**src/rtl/basys3_display_pkg.sv**
```systemverilog
// Shared constants for the Basys3 multiplexed 7-segment display path.
// The encoder on the driving side and the capture decoder both use these patterns.
package basys3_display_pkg;

  // Active-low {g,f,e,d,c,b,a} patterns for hex digits 0..F
  localparam logic [6:0] SEG_0 = 7'h40;
  localparam logic [6:0] SEG_1 = 7'h79;
  localparam logic [6:0] SEG_2 = 7'h24;
  localparam logic [6:0] SEG_3 = 7'h30;
  localparam logic [6:0] SEG_4 = 7'h19;
  localparam logic [6:0] SEG_5 = 7'h12;
  localparam logic [6:0] SEG_6 = 7'h02;
  localparam logic [6:0] SEG_7 = 7'h78;
  localparam logic [6:0] SEG_8 = 7'h00;
  localparam logic [6:0] SEG_9 = 7'h10;
  localparam logic [6:0] SEG_A = 7'h08;
  localparam logic [6:0] SEG_B = 7'h03;
  localparam logic [6:0] SEG_C = 7'h46;
  localparam logic [6:0] SEG_D = 7'h21;
  localparam logic [6:0] SEG_E = 7'h06;
  localparam logic [6:0] SEG_F = 7'h0E;

  localparam logic [3:0] ANODE_DIG0 = 4'b1110;
  localparam logic [3:0] ANODE_DIG1 = 4'b1101;
  localparam logic [3:0] ANODE_DIG2 = 4'b1011;
  localparam logic [3:0] ANODE_DIG3 = 4'b0111;

  function automatic logic anode_is_single(input logic [3:0] an);
    case (an)
      ANODE_DIG0, ANODE_DIG1, ANODE_DIG2, ANODE_DIG3: return 1'b1;
      default: return 1'b0;
    endcase
  endfunction

  function automatic logic [1:0] anode_index(input logic [3:0] an);
    case (an)
      ANODE_DIG1: return 2'd1;
      ANODE_DIG2: return 2'd2;
      ANODE_DIG3: return 2'd3;
      default:    return 2'd0;
    endcase
  endfunction

endpackage

```
**src/rtl/basys3_display_capture_seg7_to_hex.sv**
```systemverilog
// Combinational active-low 7-segment to hex decoder.
// Patterns outside the sixteen hex glyphs report valid = 0.
module seg7_to_hex
  import basys3_display_pkg::*;
(
  input  logic [6:0] seg,
  output logic [3:0] hex,
  output logic       valid
);

  always_comb begin
    hex   = 4'h0;
    valid = 1'b1;
    case (seg)
      SEG_0: hex = 4'h0;
      SEG_1: hex = 4'h1;
      SEG_2: hex = 4'h2;
      SEG_3: hex = 4'h3;
      SEG_4: hex = 4'h4;
      SEG_5: hex = 4'h5;
      SEG_6: hex = 4'h6;
      SEG_7: hex = 4'h7;
      SEG_8: hex = 4'h8;
      SEG_9: hex = 4'h9;
      SEG_A: hex = 4'hA;
      SEG_B: hex = 4'hB;
      SEG_C: hex = 4'hC;
      SEG_D: hex = 4'hD;
      SEG_E: hex = 4'hE;
      SEG_F: hex = 4'hF;
      default: valid = 1'b0;
    endcase
  end

endmodule

```
**src/rtl/basys3_display_capture.sv**
```systemverilog
// Rebuilds four hex digits from a sampled multiplexed anode/segment bus, with
// debounce, per-digit validity, frame-complete, decode-error and staleness flags.
module basys3_display_capture
  import basys3_display_pkg::*;
#(
  parameter int STABLE_CYCLES  = 2,
  parameter int TIMEOUT_CYCLES = 1024
) (
  input  logic       disp_clk,
  input  logic       reset,
  input  logic [3:0] anodes_in,
  input  logic [6:0] segments_in,
  output logic [3:0] dig3,
  output logic [3:0] dig2,
  output logic [3:0] dig1,
  output logic [3:0] dig0,
  output logic [3:0] digit_valid,
  output logic       frame_done,
  output logic       seg_error,
  output logic       stale
);

  localparam int RW = $clog2(STABLE_CYCLES + 1);
  localparam int TW = $clog2(TIMEOUT_CYCLES + 1);
  localparam logic [RW-1:0] RUN_MAX = RW'(STABLE_CYCLES);
  localparam logic [TW-1:0] TO_MAX  = TW'(TIMEOUT_CYCLES);

  logic [3:0]    s_an_q, p_an_q;
  logic [6:0]    s_seg_q, p_seg_q;
  logic [RW-1:0] run_q, run_d;
  logic [TW-1:0] to_q, to_d;
  logic [3:0]    valid_q, valid_d;
  logic [3:0]    mask_q, mask_d;
  logic          stale_q, stale_d;
  logic          frame_done_q, seg_error_q;

  logic          an_ok, same, commit, expire, frame_hit;
  logic [1:0]    idx;
  logic [3:0]    hex;
  logic          hex_ok;

  seg7_to_hex u_dec (
    .seg   (s_seg_q),
    .hex   (hex),
    .valid (hex_ok)
  );

  assign an_ok = anode_is_single(s_an_q);
  assign idx   = anode_index(s_an_q);
  assign same  = ({s_an_q, s_seg_q} == {p_an_q, p_seg_q});

  always_comb begin
    run_d = '0;
    if (an_ok) begin
      if (!same)
        run_d = RW'(1);
      else if (run_q == RUN_MAX)
        run_d = run_q;
      else
        run_d = run_q + 1'b1;
    end
  end

  // A saturated run that stays the same must not commit a second time.
  assign commit    = an_ok && (run_d == RUN_MAX) && !(same && (run_q == RUN_MAX));
  assign frame_hit = commit && hex_ok && (idx == 2'd0) && ((mask_q | 4'b0001) == 4'b1111);

  always_comb begin
    to_d = '0;
    if (!commit)
      to_d = (to_q == TO_MAX) ? to_q : to_q + 1'b1;
  end

  assign expire = !commit && (to_d == TO_MAX);

  always_comb begin
    mask_d  = mask_q;
    valid_d = valid_q;
    stale_d = stale_q;
    if (commit) begin
      stale_d = 1'b0;
      if (hex_ok) begin
        valid_d[idx] = 1'b1;
        mask_d[idx]  = 1'b1;
        if (frame_hit)
          mask_d = 4'b0000;
      end else begin
        valid_d[idx] = 1'b0;
        mask_d[idx]  = 1'b0;
      end
    end else if (expire) begin
      stale_d = 1'b1;
      valid_d = 4'b0000;
      mask_d  = 4'b0000;
    end
  end

  always_ff @(posedge disp_clk) begin
    if (!reset) begin
      s_an_q       <= '0;
      s_seg_q      <= '0;
      p_an_q       <= '0;
      p_seg_q      <= '0;
      run_q        <= '0;
      to_q         <= '0;
      valid_q      <= '0;
      mask_q       <= '0;
      stale_q      <= 1'b1;
      frame_done_q <= 1'b0;
      seg_error_q  <= 1'b0;
    end else begin
      s_an_q       <= anodes_in;
      s_seg_q      <= segments_in;
      p_an_q       <= s_an_q;
      p_seg_q      <= s_seg_q;
      run_q        <= run_d;
      to_q         <= to_d;
      valid_q      <= valid_d;
      mask_q       <= mask_d;
      stale_q      <= stale_d;
      frame_done_q <= frame_hit;
      seg_error_q  <= commit && !hex_ok;
    end
  end

  // Digit values survive timeouts and invalid commits; only a good commit replaces them.
  genvar gi;
  generate
    for (gi = 0; gi < 4; gi++) begin : g_dig
      logic [3:0] dig_q;
      always_ff @(posedge disp_clk) begin
        if (!reset)
          dig_q <= 4'h0;
        else if (commit && hex_ok && (idx == 2'(gi)))
          dig_q <= hex;
      end
    end
  endgenerate

  assign dig0        = g_dig[0].dig_q;
  assign dig1        = g_dig[1].dig_q;
  assign dig2        = g_dig[2].dig_q;
  assign dig3        = g_dig[3].dig_q;
  assign digit_valid = valid_q;
  assign frame_done  = frame_done_q;
  assign seg_error   = seg_error_q;
  assign stale       = stale_q;

endmodule

```
**config.mk**
```make
export PLATFORM = sky130hd
export DESIGN_NAME = basys3_display_capture
export DESIGN_NICKNAME = d
export VERILOG_FILES = /design/src/rtl/basys3_display_pkg.sv /design/src/rtl/basys3_display_capture_seg7_to_hex.sv /design/src/rtl/basys3_display_capture.sv
export SDC_FILE = /design/constraint.sdc
export NUM_CORES = 1
export LEC_CHECK = 0
export CAP_MARGIN = 15
export CORE_AREA = 5 5 84 86
export CTS_BUF_LIST = sky130_fd_sc_hd__clkbuf_16
export DETAILED_ROUTE_END_ITERATION = 8
export DIE_AREA = 0 0 89 91
export GPL_ROUTABILITY_DRIVEN = 0
export GPL_TIMING_DRIVEN = 0
export HOLD_SLACK_MARGIN = 0.08
export MAX_ROUTING_LAYER = met4
export PLACE_DENSITY = 0.85
export SYNTH_ARGS = -nofsm -noshare
export SYNTH_HDL_FRONTEND = slang
export SYNTH_SLANG_ARGS = --single-unit
```
**constraint.sdc**
```tcl
create_clock -name disp_clk -period 2.2 [get_ports disp_clk]
set_clock_uncertainty 0.1 [all_clocks]
set_input_delay 0.44 -clock disp_clk [delete_from_list [all_inputs] [get_ports disp_clk]]
set_output_delay 0.44 -clock disp_clk [all_outputs]
set_load 0.01 [all_outputs]
```
# Yosys cells after proc, flatten, opt, wreduce, memory -nomap -nowiden

Cells that the tools add are included.

Magnitude comparators: 2
Reduce and logical (&&, ||, !) cells: 20
Eq/ne operators: 28
Bitwise operators: 5
Div/mod/pow operators: 0
Add/subtract/negate cells: 2
Shift operators: 0
Muxes and demuxes: 19
Multipliers: 0

Operator list:

| operator                | count |
|---|---|
| $pmux W4 S15            | 1 |
| $eq A7 B7 Y1 const B    | 4 |
| $mux W4                 | 6 |
| $eq A11 B11 Y1 const B  | 2 |
| $mux W11                | 2 |
| $eq A7 B5 Y1 const B    | 3 |
| $eq A7 B6 Y1 const B    | 3 |
| $reduce_or A16 Y1       | 1 |
| $eq A7 B2 Y1 const B    | 2 |
| $eq A7 B4 Y1 const B    | 2 |
| $eq A4 B4 Y1 const B    | 3 |
| $logic_and A1 B1 Y1     | 12 |
| $add A11 B1 Y11 const B | 1 |
| $eq A11 B11 Y1          | 1 |
| $and A4 B4 Y4           | 2 |
| $eq A2 B2 Y1 const B    | 4 |
| $or A4 B4 Y4            | 2 |
| $eq A7 B3 Y1 const B    | 1 |
| $logic_not A7 Y1        | 1 |
| $mux W2                 | 3 |
| $pmux W2 S3             | 1 |
| $mux W1                 | 5 |
| $eq A4 B3 Y1 const B    | 1 |
| $not A4 Y4              | 1 |
| other kinds (10)        | 12 |

Register bits after elaboration: 62
ROM bits: 0
Input port bits: 13
Memories: 0
Memory bits (writable): 0
Bits in latches: 0

# Depth between registers and ports, before layout

Gate-level depths: netlist of the first run.

Depth in word-level cells: 13
Gate-level depth with buffers: 9
Gate-level depth less buffers: 8

# Modules after synthesis

A second synthesis of the first run with hierarchy kept.

Cells, all modules: 339
Area total of the unflattened synthesis: 3024.2 um^2

By module, submodules not included:

| module                 | instances | cells an instance | seq. area each (um^2) | area an instance (um^2) |
|---|---|---|---|---|
| basys3_display_capture | 1         | 276               | 1221.2                | 2631.3 |
| seg7_to_hex            | 1         | 63                | 0.0                   | 392.9 |

# Worst setup path after synthesis of the first run

OpenSTA, ideal clock, no wires.

Path kind: register to register
Start: reg to_q[1]
End: reg valid_q[2], in the netlist digit_valid[2]
Slack: 0.108 ns
Stages on the path, launching flop included: 8
Arrival: 1.873 ns
Period minus slack after synthesis: 2.092 ns
Setup time: 0.119 ns
Buffers on the path: 0
Required time: 1.981 ns
Cells stage by stage: dfxtp_1 ha_1 nand4_1 xor2_1 o41ai_2 nand4b_2 and2_4 o221a_1

Cells in the longest elaborated chain, start to end: 6
Elaborated cells on any way between the ends: 7
Those cells by class: add/sub (1); eq/ne (2); mux (2); reduce/logical (2)

RTL lines:

| what                                              | RTL line                      | source |
|---|---|---|
| from (decl)                                       | basys3_display_capture.sv:31  | `logic [TW-1:0] to_q, to_d;` |
| from (signal assigned)                            | basys3_display_capture.sv:117 | `to_q <= to_d;` |
| $add A11 B1 Y11 or $eq A11 B11 Y1 (tied branches) | basys3_display_capture.sv:71  | `to_d = (to_q == TO_MAX) ? to_q : to_q + 1'b1;` |
| $mux W11 (*)                                      | basys3_display_capture.sv:71  |  |
| $mux W11 (*)                                      | basys3_display_capture.sv:70  | `if (!commit)` |
| $eq A11 B11 Y1 (*)                                | basys3_display_capture.sv:74  | `assign expire = !commit && (to_d == TO_MAX);` |
| $logic_and A1 B1 Y1 (*)                           | basys3_display_capture.sv:74  |  |
| $reduce_bool A2 Y1 (no source line) (*)           | -                             |  |
| to (signal assigned)                              | basys3_display_capture.sv:118 | `valid_q <= valid_d;` |
| to (decl)                                         | basys3_display_capture.sv:32  | `logic [3:0] valid_q, valid_d;` |

Every way passes the cells marked *; elsewhere a longest branch is shown, timed or not.
A chain may end at the register's enable or synchronous reset.

# Worst setup path in the final report of the first run

Start: reg s_seg_q[2]
End: reg g_dig[2].dig_q[0], in the netlist dig2[0]

Cells in the longest elaborated chain, start to end: 8
Elaborated cells on any way between the ends: 29
Those cells by class: eq/ne (17); mux (4); reduce/logical (8)

RTL lines:

| what                              | RTL line                      | source |
|---|---|---|
| from (decl)                       | basys3_display_capture.sv:29  | `logic [6:0] s_seg_q, p_seg_q;` |
| from (signal assigned)            | basys3_display_capture.sv:113 | `s_seg_q <= segments_in;` |
| $eq A11 B11 Y1                    | basys3_display_capture.sv:50  | `assign same = ({s_an_q, s_seg_q} == {p_an_q, p_seg_q});` |
| $mux W2                           | basys3_display_capture.sv:55  | `if (!same)` |
| $mux W2                           | basys3_display_capture.sv:54  | `if (an_ok) begin` |
| $eq A2 B2 Y1                      | basys3_display_capture.sv:65  | `assign commit = an_ok && (run_d == RUN_MAX) && !(same && (run_q == RUN_MAX));` |
| $logic_and A1 B1 Y1 (2 in series) | basys3_display_capture.sv:65  |  |
| $logic_and A1 B1 Y1 (2 in series) | basys3_display_capture.sv:134 | `else if (commit && hex_ok && (idx == 2'(gi)))` |
| to (signal assigned)              | basys3_display_capture.sv:133 | `dig_q <= 4'h0;` |
| to (signal assigned)              | basys3_display_capture.sv:135 | `dig_q <= hex;` |
| to (decl)                         | basys3_display_capture.sv:130 | `logic [3:0] dig_q;` |

Several ways; a longest one is shown, not always the timed one.

==> Implementation_results.wiki, run 1 <==
{| class="wikitable"
! Metric !! Value
|-
| Share of total power in combinational logic || 10.8%
|-
| Number of library cell types mapped by synthesis || 63
|-
| Initial cell density of the core || 48.8%
|-
| Type of the worst setup path || reg -> reg
|-
| Highest attainable clock frequency || about 0.43 GHz
|-
| Library cell with the highest instance count after synthesis || dfxtp_1
|-
| Classification of the worst-slack hold path || reg -> reg
|-
| Total wire length after detailed routing || about 8100 um
|-
| Height of the chip || 91 um
|-
| Worst EP required || around 2300 ps
|-
| Initial antenna violation count || 0
|-
| Final instance area || 4320 um^2
|-
| Final critical delay including setup and external delays || 2310 ps
|-
| Arrival @ worst endpoint || 2410 ps
|-
| Sequential area share after synthesis || 40.3%
|-
| Int Power || between 2 and 2.5 mW
|-
| Area contributors post-synth || dfxtp_1, nor2_1, and2_1
|-
| Clock tree from TritonCTS || yes
|-
| Final setup vio count || 16
|-
| Mean Syn Cell Area || 9.16 um^2
|-
| Setup slack of the critical path after layout || -107 ps
|-
| Category of the worst setup path launch point || flip-flop
|-
| Switching power summed over all nets || 0.675 mW
|-
| Placed cell areas || approximately 3500 um^2
|-
| Final Hold Slack || 356 ps
|-
| Largest area contributor in the netlist || dfxtp_1
|-
| Worst flop-to-flop path endpoint || dig2[0]$_SDFFE_PN0P_
|-
| Pin slew with the least headroom to its limit || 689 ps
|-
| Post-detailed-placement half-perimeter wirelength || 4650 um
|-
| Count of unresolved DRC violations after routing || 0
|-
| Number of flops mapped to enable cells by yosys || 0
|-
| Maximum fanout encountered on the critical timing path || 6
|-
| Latest clock arrival within the worst-skew pair || between 300 and 400 ps
|-
| Number of synthesized register bits || 61
|-
| Pin count of the biggest net entering global routing || 11
|-
| Total via count in the routed design || ~2800
|-
| Status || finished with violations
|-
| Crit Reg-Reg Startpoint || s_seg_q[2]$_SDFF_PN0_
|-
| Boundary pin count || 36
|-
| Total negative slack || -558 ps
|-
| Number of placement rows || 29
|-
| Layout cells sized above 1 || 26.6%
|-
| Proportion of power drawn by the clock network || 51.4%
|-
| Number of inserted diodes || 0
|-
| Placeable core area || around 6200 um^2
|-
| Clock tree root driver cell || clkbuf_16
|-
| Overall power consumption || 3.05 mW
|-
| Number of warnings issued by yosys || 0
|-
| Post-detailed-route wirelength per cell || 16.7 um
|-
| End of the critical path || dig2[0]$_SDFFE_PN0P_
|-
| Buffers on Ports || 35
|-
| CP startpoint || s_seg_q[2]$_SDFF_PN0_
|-
| FF-to-FF path depth || 12
|-
| Leading cell types by count after synthesis || dfxtp_1, nor2_1, nand3_1
|-
| TritonCTS sink count || 61
|-
| Post-synth design cell area || 3030 um^2
|-
| Reg2reg setup slack || -110 ps
|-
| First-pass iteration count of the detailed router || 5
|-
| CTS HTree Levels || 3
|-
| Category of the worst setup path capture point || flip-flop
|-
| Number of buffers created by CTS || 9
|-
| Cell Pwr Density || between 700 and 800 nW/um^2
|-
| Final Net Count || 422
|-
| Vias per Instance || roughly 5.7
|-
| CTS Buffer Depth || 2
|-
| Number of cells on the worst hold path || 2
|-
| Post-Synthesis Net Count || 348
|-
| Part of the total power dissipated in sequential elements || a little under two fifths
|-
| Ratio of final minimum period to clock period || 105%
|-
| Number of endpoints with negative hold slack in the final report || 0
|-
| Top flip-flop cell by instance count after synthesis || dfxtp_1
|-
| Wire length of the first global-routing pass || 12300 um
|-
| Leakage dissipation || 1.70 nW
|-
| Fraction of post-synthesis cell area in the top cell type by area || 40.3%
|-
| Relative slew margins || 54.0%
|-
| CTS clk-pin slew, worst paths || 50 ps
|-
| Global-route usage over all layers || between 10% and 20%
|-
| Post-synthesis async set-or-reset flop share || 0%
|-
| Sw Ratio || ~22%
|-
| Violations in the final reports || setup timing
|-
| Post-cts hold buffer count || 0
|-
| Overall die width || 89 um
|-
| Post-placement setup slack || -209 ps
|-
| Total overflow reported by the global router || 0
|-
| VDD IR-drop max || 0.608 mV
|-
| Max-slew violation total from the final report || 0
|-
| Max cap viols || 0
|-
| Antenna Violating Nets Remaining || 0
|-
| Die footprint || 8100 um^2
|-
| Via count of the first global-routing pass || 2592
|-
| Number of violations reported at the end of detailed-routing iteration 0 || 226
|-
| RSZ-0062 raised after global routing || true
|-
| Count of mapped cells out of synthesis || around 330
|-
| Area growth from synthesis to layout || 42.7%
|}
## layout by cell type, fill, tap and decap left out, types with 5 or more instances in the layout
| cell | count |
|---|---|
| clkdlybuf4s50_1 | 35 |
| nor2_1 | 34 |
| and2_1 | 21 |
| nand4_1 | 8 |
| inv_1 | 9 |
| nand2_1 | 16 |
| dfxtp_4 | 5 |
| clkbuf_16 | 11 |
| clkbuf_1 | 5 |
| buf_8 | 5 |
| nand3_1 | 22 |
| o21ai_0 | 5 |
| dfxtp_1 | 52 |
| o21ai_1 | 7 |
| and3_1 | 6 |
| mux2i_1 | 9 |
| buf_6 | 8 |
| a21oi_1 | 8 |
| xnor2_1 | 13 |
| xor2_1 | 7 |
| buf_4 | 26 |
## cells by family (layout without fill, tap and decap cells)
family / after synthesis / in the layout / synth area share (%)
AND/OR/NAND/NOR: 154 / 154 / 30.5
flip-flops: 61 / 61 / 40.3
AO/OA/AOI/OAI: 46 / 46 / 11.8
buffers and inverters: 33 / 112 / 5.74
XOR/XNOR: 23 / 23 / 6.65
multiplexers: 10 / 10 / 3.34
adder cells (fa/ha/maj): 4 / 4 / 1.65
## flip-flops by register name (all words and copies together) (netlist names), 2 cells and up
signal	flops
p_seg_q	7
s_an_q	4
dig1	4
run_q	2
p_an_q	4
s_seg_q	7
mask_q	3
dig2	4
to_q	11
dig3	4
digit_valid	4
dig0	4
## what timing repair did
item,CTS,global route
setup endpoints to repair,34,35
resized for setup,20,51
buffers inserted,11,14
pin swaps,5,17
gates cloned,1,2
## metrics by stage
| stage | util (%) | cells |
|---|---|---|
| floorplan | - | 331 |
| global placement | 56.0 | 443 |
| detailed placement | 56.0 | 443 |
| CTS | 64.2 | 471 |
| global route | 69.7 | 487 |
| finish | 69.7 | 487 |
## final cells by class
| class | count | area [um^2] |
|---|---|---|
| tap | 77 | 96.3 |
| inverter | 9 | 33.8 |
| timing repair buffer | 63 | 633 |
| sequential | 61 | 1240 |
| clock buffer | 9 | 225 |
| clock inverter | 7 | 105 |
| multi-input combinational | 237 | 1780 |
| buffer | 24 | 206 |
| fill | 395 | 1880 |
## power by group through the flow
stage	combinational (mW)	clock (mW)	sequential, mW
2_1_floorplan	0.172	0	1.17
3_3_place_gp	0.225	0	1.17
3_5_place_dp	0.230	0	1.17
4_1_cts	0.270	1.57	1.15
5_1_grt	0.348	1.64	1.15
6_report	0.328	1.57	1.15
## worst min-delay path by stage
stage	start	to	slack, ps
6_report	dig0[0]$_SDFFE_PN0P_	dig0[0]$_SDFFE_PN0P_	360
5_1_grt	dig0[0]$_SDFFE_PN0P_	dig0[0]$_SDFFE_PN0P_	380
3_5_place_dp	dig0[0]$_SDFFE_PN0P_	dig0[0]$_SDFFE_PN0P_	360
4_1_cts	dig0[0]$_SDFFE_PN0P_	dig0[0]$_SDFFE_PN0P_	360
2_1_floorplan	mask_q[1]$_SDFFE_PN0P_	mask_q[1]$_SDFFE_PN0P_	370
3_3_place_gp	dig1[0]$_SDFFE_PN0P_	dig1[0]$_SDFFE_PN0P_	350
## critical path, cell delays in order (launching register included)
cell     delay (ps)
dfxtp_2         320
buf_6           120
buf_12          130
buf_8           120
nor4b_2         300
a31oi_2          90
o22ai_2         240
or3_4           190
buf_8           140
nand3_4         110
buf_6           180
nand3_2          60
o21ai_1          80
## metal layers
metal	GRT usage, %	up-vias	part of all wire [%]
met5	-	-	0
met4	8.56	0	2.8
met3	4.16	26	6.6
met2	31.0	124	50
met1	24.3	1307	40
li1	-	1319	-
(Power assumes the default switching activity.)
==> run 2, diff against run 1 <==
- RECOVER_POWER: unset -> 25
==> results of run 2 <==
The final DEF is identical to that of run 1; final timing and power are the same.
